$ cat config.mk
export PLATFORM = sky130hd
export DESIGN_NAME = keypad_col_scanner_flat
export DESIGN_NICKNAME = d
export VERILOG_FILES = /design/src/rtl/keypad_col_scanner_if.sv /design/src/rtl/keypad_col_scanner.sv /design/src/flat_wrapper.sv
export SDC_FILE = /design/constraint.sdc
export NUM_CORES = 1
export LEC_CHECK = 0
export ABC_AREA = 1
export CORE_MARGIN = 2
export CORE_UTILIZATION = 25
export CTS_CLUSTER_SIZE = 8
export DETAILED_ROUTE_END_ITERATION = 7
export GPL_ROUTABILITY_DRIVEN = 1
export SYNTH_ARGS = -nofsm -noshare
export SYNTH_HDL_FRONTEND = slang
export SYNTH_SLANG_ARGS = --single-unit
$ cat constraint.sdc
create_clock -name clk -period 10.4 [get_ports clk]
set_input_delay 2.08 -clock clk [delete_from_list [all_inputs] [get_ports clk]]
set_output_delay 2.08 -clock clk [all_outputs]
set_load 0.05 [all_outputs]
$ cat src/rtl/keypad_col_scanner_if.sv
// Keypad scanner bundle: column-drive / row-sense pins plus decoded key outputs.
// master = the scanner, slave = the keypad/consumer side.
interface keypad_col_scanner_if;
    logic [3:0] row;        // active-low rows, asynchronous to clk
    logic [3:0] col;        // one-hot active-low column drive
    logic [3:0] key_code;   // last accepted key
    logic       key_valid;  // one-cycle pulse on a new accepted key
    logic       key_held;   // accepted key still pressed

    modport master (
        input  row,
        output col,
        output key_code,
        output key_valid,
        output key_held
    );

    modport slave (
        output row,
        input  col,
        input  key_code,
        input  key_valid,
        input  key_held
    );
endinterface

$ cat src/rtl/keypad_col_scanner.sv
// 4x4 keypad column scanner: drives one column low at a time, samples the
// synchronized rows after a settle time, resolves each full sweep to
// NONE / KEY / MULTI and debounces over consecutive sweeps.
module keypad_col_scanner #(
    parameter int SETTLE_CYCLES   = 100000,  // >= 4
    parameter int DEBOUNCE_SWEEPS = 4        // 1..15
) (
    input logic                  clk,
    input logic                  rst,
    keypad_col_scanner_if.master kp
);
    localparam int            CW          = $clog2(SETTLE_CYCLES);
    localparam logic [CW-1:0] SETTLE_LAST = CW'(SETTLE_CYCLES - 1);
    localparam logic [3:0]    DEB_N       = 4'(DEBOUNCE_SWEEPS);

    typedef enum logic [1:0] {RES_NONE, RES_KEY, RES_MULTI} resKind_t;

    logic [3:0]      rowMeta, rowSync;
    logic [CW-1:0]   settleCnt;
    logic [1:0]      colIdx, nextColIdx;
    logic [3:0]      colReg;
    logic [3:0][3:0] rowSamp;      // rowSamp[c] = rows seen while column c was driven
    logic            evalPending;  // high the cycle after the column-3 sample

    resKind_t        curKind, prevKind;
    logic [3:0]      curCode, prevCode;
    logic [4:0]      lowCnt;
    logic [3:0]      stableCnt, nextStable;
    logic            sameAsPrev, wantHeld, differs;

    logic [3:0]      codeReg;
    logic            validReg, heldReg;

    assign kp.col       = colReg;
    assign kp.key_code  = codeReg;
    assign kp.key_valid = validReg;
    assign kp.key_held  = heldReg;

    assign nextColIdx = colIdx + 2'd1;

    // Key legend: rows r0..r3 against columns c0..c3.
    function automatic logic [3:0] keyMap(input logic [1:0] r, input logic [1:0] c);
        logic [3:0] k;
        case ({r, c})
            4'h0: k = 4'h1;  4'h1: k = 4'h2;  4'h2: k = 4'h3;  4'h3: k = 4'hA;
            4'h4: k = 4'h4;  4'h5: k = 4'h5;  4'h6: k = 4'h6;  4'h7: k = 4'hB;
            4'h8: k = 4'h7;  4'h9: k = 4'h8;  4'hA: k = 4'h9;  4'hB: k = 4'hC;
            4'hC: k = 4'h0;  4'hD: k = 4'hF;  4'hE: k = 4'hE;  default: k = 4'hD;
        endcase
        return k;
    endfunction

    // Two-flop synchronizer; idle rows read as all-high.
    always_ff @(posedge clk or posedge rst) begin
        if (rst) begin
            rowMeta <= 4'b1111;
            rowSync <= 4'b1111;
        end else begin
            rowMeta <= kp.row;
            rowSync <= rowMeta;
        end
    end

    // Column rotation: hold each column for SETTLE_CYCLES, sample rows on the last count.
    always_ff @(posedge clk or posedge rst) begin
        if (rst) begin
            settleCnt   <= '0;
            colIdx      <= 2'd0;
            colReg      <= 4'b0111;
            rowSamp     <= '1;
            evalPending <= 1'b0;
        end else if (settleCnt == SETTLE_LAST) begin
            settleCnt        <= '0;
            rowSamp[colIdx]  <= rowSync;
            colIdx           <= nextColIdx;
            colReg           <= ~(4'b1000 >> nextColIdx);
            evalPending      <= (colIdx == 2'd3);
        end else begin
            settleCnt   <= settleCnt + CW'(1);
            evalPending <= 1'b0;
        end
    end

    // Resolve the 16 sampled switch states of the finished sweep.
    always_comb begin
        lowCnt  = '0;
        curCode = '0;
        for (int c = 0; c < 4; c++) begin
            for (int r = 0; r < 4; r++) begin
                if (!rowSamp[c][r]) begin
                    lowCnt  = lowCnt + 5'd1;
                    curCode = keyMap(2'(r), 2'(c));
                end
            end
        end
        if (lowCnt == 5'd0)      curKind = RES_NONE;
        else if (lowCnt == 5'd1) curKind = RES_KEY;
        else                     curKind = RES_MULTI;
    end

    // Stability run length and whether the sweep would change the accepted state.
    always_comb begin
        sameAsPrev = (curKind == prevKind) && ((curKind != RES_KEY) || (curCode == prevCode));
        if (!sameAsPrev)              nextStable = 4'd1;
        else if (stableCnt == DEB_N)  nextStable = DEB_N;
        else                          nextStable = stableCnt + 4'd1;
        // MULTI is accepted as "no key" so ghosting never produces a code.
        wantHeld = (curKind == RES_KEY);
        differs  = wantHeld ? (!heldReg || (curCode != codeReg)) : heldReg;
    end

    // Debounce and accepted-key outputs, updated once per sweep.
    always_ff @(posedge clk or posedge rst) begin
        if (rst) begin
            prevKind  <= RES_NONE;
            prevCode  <= 4'h0;
            stableCnt <= 4'd0;
            codeReg   <= 4'h0;
            heldReg   <= 1'b0;
            validReg  <= 1'b0;
        end else begin
            validReg <= 1'b0;
            if (evalPending) begin
                prevKind  <= curKind;
                prevCode  <= curCode;
                stableCnt <= nextStable;
                if ((nextStable == DEB_N) && differs) begin
                    heldReg <= wantHeld;
                    if (wantHeld) begin
                        codeReg  <= curCode;
                        validReg <= 1'b1;
                    end
                end
            end
        end
    end
endmodule

$ cat src/flat_wrapper.sv
// flat-port wrapper written by rule: the top's interface ports become plain ports
module keypad_col_scanner_flat 
#(
    parameter int SETTLE_CYCLES   = 100000,         
    parameter int DEBOUNCE_SWEEPS = 4                
)
  (clk, rst, kp_row, kp_col, kp_key_code, kp_key_valid, kp_key_held);
  keypad_col_scanner_if kp_i ();
  input logic clk;
  input logic rst;
  input wire logic [$bits(kp_i.row)-1:0] kp_row;
  output wire logic [$bits(kp_i.col)-1:0] kp_col;
  output wire logic [$bits(kp_i.key_code)-1:0] kp_key_code;
  output wire logic [$bits(kp_i.key_valid)-1:0] kp_key_valid;
  output wire logic [$bits(kp_i.key_held)-1:0] kp_key_held;
  assign kp_i.row = kp_row;
  assign kp_col = kp_i.col;
  assign kp_key_code = kp_i.key_code;
  assign kp_key_valid = kp_i.key_valid;
  assign kp_key_held = kp_i.key_held;
  keypad_col_scanner #(.SETTLE_CYCLES(SETTLE_CYCLES), .DEBOUNCE_SWEEPS(DEBOUNCE_SWEEPS)) u_core (.clk(clk), .rst(rst), .kp(kp_i));
endmodule
==> load_flow_metrics.sql <==
INSERT INTO impl_metrics (metric_group, metric, value, unit) VALUES
('clocking', 'clock_network_latency_to_the_later_pin_of_the_worst_skew_pair', '0.33', 'ns'),
('job', 'maxCapViolCount', '0', ''),
('detailed_routing', 'dr.pass1.iters', '4', ''),
('yosys', 'syn-num-nets', '724', ''),
('yosys', 'synth_cells', '693', ''),
('worst_setup_path', 'worstPathMaxFanout', '7', ''),
('grt', 'first_global_vias', '3879', ''),
('power_and_ir_drop', 'leakagePower', '2.89', 'nW'),
('worst_setup_path', 'critical_path_most_common_cell', 'nand2_1', ''),
('clocking', 'hold_buffers', '0', ''),
('clocking', 'cts.sink_count', '64', ''),
('floorplan', 'dieHeight', '143', 'um'),
('floorplan', 'die_w', '143', 'um'),
('detailed_routing', 'vias_post_dr', '4057', ''),
('detailed_routing', 'routed_wl', '9110', 'um'),
('power_and_ir_drop', 'pwr_density_cell', '104', 'nW/um^2'),
('clocking', 'path_clk_slew', '0.05', 'ns'),
('timing', 'report.final.slew_viol_count', '0', ''),
('detailed_routing', 'drcViolationCount', '0', ''),
('cells_and_area', 'area.growth.synth_to_final', '15.7', '%'),
('yosys', 'synthFlopType', 'dfrtp_1', ''),
('timing', 'fin_crit_sh', '84.7', '%'),
('timing', 'tns', '0', 'ns'),
('detailed_routing', 'route.antenna.remaining_nets', '0', ''),
('detailed_routing', 'avgRoutedWirePerCell', '9.36', 'um'),
('yosys', 'yosysTopAreaCellShare', '19.1', '%'),
('timing', 'period_minus_slack', '8.81', 'ns'),
('place', 'hpwlAfterDp', '7170', 'um'),
('cells_and_area', 'fin_cells', '974', ''),
('worst_setup_path', 'cp_slowest_cell', 'dfstp_2', ''),
('timing', 'clock.fmax', '114', 'MHz'),
('clocking', 'post-cts-setup-buffers', '0', ''),
('grt', 'global_route.usage.total', '9.81', '%'),
('worst_setup_path', 'critical_path.max_stage_delay', '0.55', 'ns'),
('clocking', 'htree_num_levels', '3', ''),
('outcome', 'status', 'complete, no violations', ''),
('yosys', 'synthArstFlopShare', '100', '%'),
('timing', 'fin_worst_hold_slack', '0.362', 'ns'),
('cells_and_area', 'final.fill_count', '2106', ''),
('timing', 'fin_skew', '0.00427', 'ns'),
('worst_setup_path', 'crit_required', '10.62', 'ns'),
('cells_and_area', 'final_common_cell', 'nand2_1', ''),
('place', 'place.gp.congestion', '0.806', ''),
('yosys', 'synth_enable_flop_cells', '0', ''),
('clocking', 'tritoncts.num_buffers', '9', ''),
('cells_and_area', 'finish.utilization', '29.7', '%'),
('worst_setup_path', 'worstSetupPathType', 'reg -> reg', ''),
('floorplan', 'placement_rows', '50', ''),
('timing', 'finalSetupViolations', '0', ''),
('yosys', 'yosys.area.top_type', 'dfrtp_1', ''),
('cells_and_area', 'layout-drive-gt1-share', '16.7', '%'),
('worst_setup_path', 'endpoint_kind', 'flip-flop', ''),
('clocking', 'cts-root-buf', 'clkbuf_16', ''),
('hold_path', 'worst_min_path_class', 'reg -> reg', ''),
('timing', 'rsz_0062_raised_after_global_routing', 'false', ''),
('yosys', 'synth_seq_cells', '64', ''),
('yosys', 'yosysWarnings', '0', ''),
('yosys', 'synthTopCellsByArea', 'dfrtp_1 19%, nand2_1 15%, dfstp_2 15%', ''),
('timing', 'slew_headroom', '45.8', '%'),
('grt', 'grt_pass1_wl', '16900', 'um'),
('clocking', 'cts.repair.resized', '0', ''),
('place', 'port_buffers', '15', ''),
('cells_and_area', 'layout_common_cells', '193 x nand2_1, 120 x inv_1, 48 x nor2_1, 48 x nand3_1, 38 x nand2_2', ''),
('cells_and_area', 'antenna_cells_inserted', '0', ''),
('floorplan', 'initial_core_util', '25.7', '%'),
('yosys', 'synth.distinct_cells', '40', ''),
('detailed_routing', 'first_iter_violations', '132', ''),
('place', 'placed_cells_incl_taps', '958', ''),
('floorplan', 'ios', '16', ''),
('grt', 'remaining_global_route_overflow', '0', ''),
('timing', 'report.final.hold_viol_count', '0', '');
-- worst paths after layout --
| check | cells past startpoint | slack, ns | from | endpoint |
|---|---|---|---|---|
| max in group asynchronous | 3 | 7.60 | rst | u_core.settleCnt[16]$_DFF_PP0_ |
| min | 0 | 0.36 | u_core.rowMeta[3]$_DFF_PP1_ | u_core.rowSync[3]$_DFF_PP1_ |
| min in group asynchronous | 3 | 2.29 | rst | u_core.stableCnt[2]$_DFFE_PP0P_ |
| max reg2reg | 58 | 1.59 | u_core.rowSamp[1]$_DFFE_PP1P_ | u_core.kp.key_code[0]$_DFFE_PP0P_ |
| min reg2reg | 0 | 0.36 | u_core.rowMeta[3]$_DFF_PP1_ | u_core.rowSync[3]$_DFF_PP1_ |
| max | 58 | 1.59 | u_core.rowSamp[1]$_DFFE_PP1P_ | u_core.kp.key_code[0]$_DFFE_PP0P_ |
-- layout make-up --
type	count	area (um^2)	share of cell area [%]
timing repair buffer	17	165	2.94
multi-input combinational	489	2680	47.7
inverter	128	480	8.56
tap	260	325	5.80
clock inverter	6	90.1	1.61
clock buffer	10	239	4.26
sequential	64	1640	29.1
-- stage by stage --
step / instance area [um^2] / setup slack [ns]
2_1_floorplan: 4850 / 2.13
3_3_place_gp: 5280 / 1.83
3_5_place_dp: 5280 / 1.56
4_1_cts: 5610 / 1.52
5_1_grt: 5610 / 0.687
6_report: 5610 / 1.59
-- power breakdown --
part           internal [mW]  switching [mW]
Sequential             0.252        0.000576
Combinational        0.00202         0.00570
Clock                  0.217           0.107
Total                  0.472           0.113
-- Yosys cell counts (5+ instances only) --
cell type and count:
nand3_2 13, nor2_1 48, nand4_1 8, ha_1 25, o21bai_1 5, nand3_1 48, buf_2 6, o21ai_0 37
nor3_1 5, inv_1 121, nand2_2 38, nand2_1 193, a21oi_1 18, nand3b_1 6, dfstp_2 27, xor2_1 7
dfrtp_1 37, inv_2 7
-- cells by family (layout without fill, tap and decap cells) --
logic type | after synthesis | count (layout) | synth area share, %
AO/OA/AOI/OAI | 74 | 74 | 8.87
XOR/XNOR | 9 | 9 | 1.62
adder cells (fa/ha/maj) | 25 | 25 | 6.45
buffers and inverters | 140 | 161 | 11.1
flip-flops | 64 | 64 | 33.7
AND/OR/NAND/NOR | 381 | 381 | 38.2
-- flip-flops by register name, summed over array words and instances (netlist names) --
signal	flops
u_core.rowSamp	16
u_core.kp.key_held	1
u_core.kp.key_valid	1
u_core.prevKind	2
u_core.rowMeta	4
u_core.prevCode	4
u_core.rowSync	4
u_core.evalPending	1
u_core.kp.key_code	4
u_core.settleCnt	17
u_core.kp.col	4
u_core.stableCnt	4
u_core.colIdx	2
-- worst max-delay path, delay by kind of cell, from the launching register on --
kind                     cells  cell delay [ns]
AO/OA/AOI/OAI                3             0.58
adder cells (fa/ha/maj)     14             3.82
buffers and inverters        6             0.35
flip-flops                   1             0.55
AND/OR/NAND/NOR             35             3.33
-- per-layer routing --
metal | GRT usage [%] | vias to the layer above | part of all wire [%]
li1 | - | 2215 | -
met2 | 16.1 | 26 | 45
met3 | 1.30 | 10 | 1.6
met5 | 0 | - | 0
met1 | 13.2 | 1806 | 52
met4 | 3.72 | 0 | 1.5
No activity file was read; power rests on OpenSTA's default activity.
